### src/rtl/ff_bank_if.sv
// Handshake-free bus for the ff_bank flip-flop array: control/data in, state and flags out.
interface ff_bank_if #(
   parameter int WIDTH = 8
);
   logic             en;
   logic [1:0]       mode;
   logic [WIDTH-1:0] a;
   logic [WIDTH-1:0] b;
   logic [WIDTH-1:0] q;
   logic [WIDTH-1:0] qb;
   logic [WIDTH-1:0] changed;
   logic [WIDTH-1:0] sr_invalid;
   logic             sticky_err;

   modport master (
      output en, mode, a, b,
      input  q, qb, changed, sr_invalid, sticky_err
   );

   modport slave (
      input  en, mode, a, b,
      output q, qb, changed, sr_invalid, sticky_err
   );
endinterface

### src/rtl/ff_bank.sv
// Bank of WIDTH independent D/T/SR/JK flip-flops with change flags and SR-illegal detection.
// One-cycle latency, all outputs registered (qb is ~q); no backpressure, en=0 holds state.
module ff_bank #(
   parameter int               WIDTH       = 8,
   parameter logic [WIDTH-1:0] RESET_VALUE = '0
) (
   input  logic         clock,
   input  logic         reset,
   ff_bank_if.slave     bus
);

   typedef enum logic [1:0] {
      MODE_D  = 2'b00,
      MODE_T  = 2'b01,
      MODE_SR = 2'b10,
      MODE_JK = 2'b11
   } mode_t;

   logic [WIDTH-1:0] q_r;
   logic [WIDTH-1:0] changed_r;
   logic [WIDTH-1:0] sr_invalid_r;
   logic             sticky_r;

   logic [WIDTH-1:0] q_next;
   logic [WIDTH-1:0] inv_next;

   always_comb begin
      q_next   = q_r;
      inv_next = '0;
      case (mode_t'(bus.mode))
         MODE_D:  q_next = bus.a;
         MODE_T:  q_next = q_r ^ bus.a;
         MODE_SR: begin
            // a=b=1 is illegal: the bit holds and is flagged
            q_next   = (bus.a & ~bus.b) | (q_r & ~(~bus.a & bus.b));
            inv_next = bus.a & bus.b;
         end
         MODE_JK: q_next = (bus.a & ~q_r) | (~bus.b & q_r);
         default: q_next = q_r;
      endcase
   end

   always_ff @(posedge clock) begin
      if (reset) begin
         q_r          <= RESET_VALUE;
         changed_r    <= '0;
         sr_invalid_r <= '0;
         sticky_r     <= 1'b0;
      end else if (bus.en) begin
         q_r          <= q_next;
         changed_r    <= q_next ^ q_r;
         sr_invalid_r <= inv_next;
         sticky_r     <= sticky_r | (|inv_next);
      end else begin
         changed_r    <= '0;
         sr_invalid_r <= '0;
      end
   end

   assign bus.q          = q_r;
   assign bus.qb         = ~q_r;
   assign bus.changed    = changed_r;
   assign bus.sr_invalid = sr_invalid_r;
   assign bus.sticky_err = sticky_r;

endmodule

### src/flat_wrapper.sv
// flat-port wrapper written by rule: the top's interface ports become plain ports
module ff_bank_flat 
#(
   parameter int               WIDTH       = 8,
   parameter logic [WIDTH-1:0] RESET_VALUE = '0
)
  (clock, reset, bus_en, bus_mode, bus_a, bus_b, bus_q, bus_qb, bus_changed, bus_sr_invalid, bus_sticky_err);
  ff_bank_if #(.WIDTH(WIDTH)) bus_i ();
  input  logic clock;
  input  logic reset;
  input wire logic [$bits(bus_i.en)-1:0] bus_en;
  input wire logic [$bits(bus_i.mode)-1:0] bus_mode;
  input wire logic [$bits(bus_i.a)-1:0] bus_a;
  input wire logic [$bits(bus_i.b)-1:0] bus_b;
  output wire logic [$bits(bus_i.q)-1:0] bus_q;
  output wire logic [$bits(bus_i.qb)-1:0] bus_qb;
  output wire logic [$bits(bus_i.changed)-1:0] bus_changed;
  output wire logic [$bits(bus_i.sr_invalid)-1:0] bus_sr_invalid;
  output wire logic [$bits(bus_i.sticky_err)-1:0] bus_sticky_err;
  assign bus_i.en = bus_en;
  assign bus_i.mode = bus_mode;
  assign bus_i.a = bus_a;
  assign bus_i.b = bus_b;
  assign bus_q = bus_i.q;
  assign bus_qb = bus_i.qb;
  assign bus_changed = bus_i.changed;
  assign bus_sr_invalid = bus_i.sr_invalid;
  assign bus_sticky_err = bus_i.sticky_err;
  ff_bank #(.WIDTH(WIDTH), .RESET_VALUE(RESET_VALUE)) u_core (.clock(clock), .reset(reset), .bus(bus_i));
endmodule
### config.mk
export PLATFORM = sky130hd
export DESIGN_NAME = ff_bank_flat
export DESIGN_NICKNAME = d
export VERILOG_FILES = /design/src/rtl/ff_bank_if.sv /design/src/rtl/ff_bank.sv /design/src/flat_wrapper.sv
export SDC_FILE = /design/constraint.sdc
export NUM_CORES = 1
export LEC_CHECK = 0
export ABC_AREA = 1
export BUFFER_PORTS_ARGS = -buffer_cell sky130_fd_sc_hd__buf_2
export CELL_PAD_IN_SITES_DETAIL_PLACEMENT = 1
export CELL_PAD_IN_SITES_GLOBAL_PLACEMENT = 1
export CORE_MARGIN = 2
export CORE_UTILIZATION = 35
export CTS_BUF_LIST = sky130_fd_sc_hd__clkbuf_2
export DETAILED_ROUTE_END_ITERATION = 12
export GPL_ROUTABILITY_DRIVEN = 0
export PLACE_DENSITY_LB_ADDON = 0.1
export SKIP_CTS_REPAIR_TIMING = 1
export SLEW_MARGIN = 30
export SYNTH_ARGS = -nofsm -noshare
export SYNTH_HDL_FRONTEND = slang
export SYNTH_SLANG_ARGS = --single-unit
### constraint.sdc
create_clock -name clock -period 3.12 [get_ports clock]
set_clock_uncertainty 0.05 [all_clocks]
set_input_delay 0.468 -clock clock [delete_from_list [all_inputs] [get_ports clock]]
set_output_delay 0.468 -clock clock [all_outputs]
set_load 0.01 [all_outputs]
==> reports/results.tsv <==
metric	value	unit
finalSetupViolations	0	
leakage	0.824	nW
numCtsBuffers	3	
groute.layer.met3.usage	2.60	%
sw_frac_of_total	32.6	%
grtUsageMet1	24.9	%
clkPwrFrac	20.0	%
wirelength	3880	um
io_pins	54	
relSlewSlack	72.7	%
grt_pass1_wl	6280	um
ys_ff_latch	25	
die_y	64.5	um
worstSetupEndpointType	output pin	
diodes	0	
routedWlPerCell	13.3	um
vias	1453	
seq_area_frac_synth	39.0	%
crit_arrival	1.08	ns
synth_area_per_cell	6.68	um2
p_sw	0.208	mW
dominantRegCellSynth	dfxtp_1	
timing.final.crit_share	51.3	%
antenna_found_initial	0	
use_met2	34.0	%
critPathRequiredTime	2.60	ns
ir_worst_vdd	123	uV
io_buffers	53	
start_util	37.5	%
synth_edf_count	0	
insertion_delay	0.34	ns
cap_violations	0	
status	complete, no violations	
synth_largest_area_cell	dfxtp_1	
rsz0062_at_grt	no	
utilization	47.0	%
async_flop_share	0	%
synthTopCellsByArea	dfxtp_1 39%, nand2_1 20%, nand3_1 7.8%	
yosys_warnings	0	
fin_setup_tns	0	ns
clkTransAtPathRegs	0.24	ns
core.rowCount	21	
cts_tree	yes	
synth.most_common_cell	nand2_1	
fill_cells	500	
dpl.hpwl	3010	um
worst_slew_pin_slew	0.408	ns
critical_path.startpoint_type	flip-flop	
drive_gt1_share	28.0	%
grt_pass1_vias	1383	
final_nets	268	
path_class	flip-flop to output pin	
ant_nets	0	
cts.path.max_buffers	2	
power.share.sequential	55.2	%
via_per_inst	4.98	
grt-ovfl-total	0	
dieArea	0.00416	mm2
timing.fmax	0.625	GHz
final-max-slew-violation-count	0	
gr-usage-all-layers	19.2	%
yosysUniqueCellTypes	17	
synth_common_cells	69 x nand2_1, 25 x dfxtp_1, 20 x nand3_1, 17 x a21oi_1, 17 x nor2_1	
core	0.00342	mm2
root_buffer	clkbuf_2	
synthCells	192	
grt.busiest_layer	met2	
hold_class	input port to flip-flop	
syn_area	0.00128	mm2
drtPass1Iterations	4	
drt_iter0_drc	47	
synth_fp_nets	213	
power.internal	0.430	mW
synth.top_cell.area_share	39.0	%
area_growth	25.3	%
clock_sinks	25	
ctsHtreeMaxLevel	1	
worstPathMaxFanout	7	
die_x	64.5	um
grt_max_degree	18	
combPwrFrac	24.8	%
post-route-min-period	1.60	ns
drc	0	
hold_viol	0	
power_density	397	mW/mm2
==> routing by layer <==
metal	up-vias	wire [um]
met5	-	0
met4	0	19
met3	2	194
met2	42	1850
met1	672	1820
li1	737	-
==> metrics by stage <==
stage / hold slack [ns] / worst slack [ns] / instance area (um2) / power, mW / std cells
floorplan: 0.426 / 1.86 / 1280 / 0.452 / 192
global route: 0.321 / 1.39 / 1610 / 0.683 / 292
detailed placement: 0.413 / 1.38 / 1590 / 0.518 / 288
CTS: 0.334 / 1.49 / 1610 / 0.646 / 292
finish: 0.350 / 1.52 / 1610 / 0.638 / 292
global placement: 0.403 / 1.47 / 1590 / 0.514 / 288
==> cells by family after synthesis <==
family          Yosys count  synth area share [%]
flops                    25                  39.0
buf+inv                  18                  5.85
simple gates            113                  39.1
compound gates           36                  16.0
==> registers in the layout (all words and copies together), names as in the netlist <==
name / flops
u_core.bus.sticky_err: 1
u_core.bus.sr_invalid: 8
u_core.bus.q: 8
u_core.bus.changed: 8
==> worst max-delay path: stages, from the launching register on <==
cell and delay [ns]:
dfxtp_1 0.50, inv_1 0.10, buf_2 0.15
==> layout make-up <==
type                       count  area [um2]  share of cell area (%)
timing repair buffer          53         265                    16.5
sequential                    25         500                    31.2
clock buffer                   4        20.0                    1.25
multi-input combinational    149         707                    44.0
tap                           46        57.6                    3.58
inverter                      15        56.3                    3.50
==> power by group through the flow <==
stage | logic (mW) | clock network [mW] | registers [mW]
floorplan | 0.0887 | 0 | 0.364
global placement | 0.156 | 0 | 0.358
detailed placement | 0.159 | 0 | 0.359
CTS | 0.160 | 0.134 | 0.353
global route | 0.178 | 0.149 | 0.356
finish | 0.158 | 0.127 | 0.352
==> cells in the final DEF (no fill, tap or decap) <==
cell type  netlist  layout
nand3_1         20      20
buf_2            0      53
nor2_1          17      17
clkbuf_2         0       4
dfxtp_1         25      25
a21oi_1         17      17
inv_1           12      12
inv_2            3       3
o21bai_2         2       2
nand2_4          1       1
o21ai_1          1       1
o21ai_0         11      11
nor2_2           1       1
nand4_2          4       4
nand2_1         69      69
o21bai_1         5       5
nor2_4           1       1
==> worst paths after layout <==
path / slack (ns) / cells after the start / from / endpoint
max: 1.52 / 2 / u_core.bus.q[5] / bus_qb[5]
min: 0.35 / 3 / bus_a[5] / u_core.bus.sr_invalid[5]
max reg2reg: 1.85 / 6 / u_core.bus.q[3] / u_core.bus.changed[3]
min reg2reg: 0.44 / 2 / u_core.bus.sticky_err / u_core.bus.sticky_err
No activity file was read; power rests on OpenSTA's default activity.
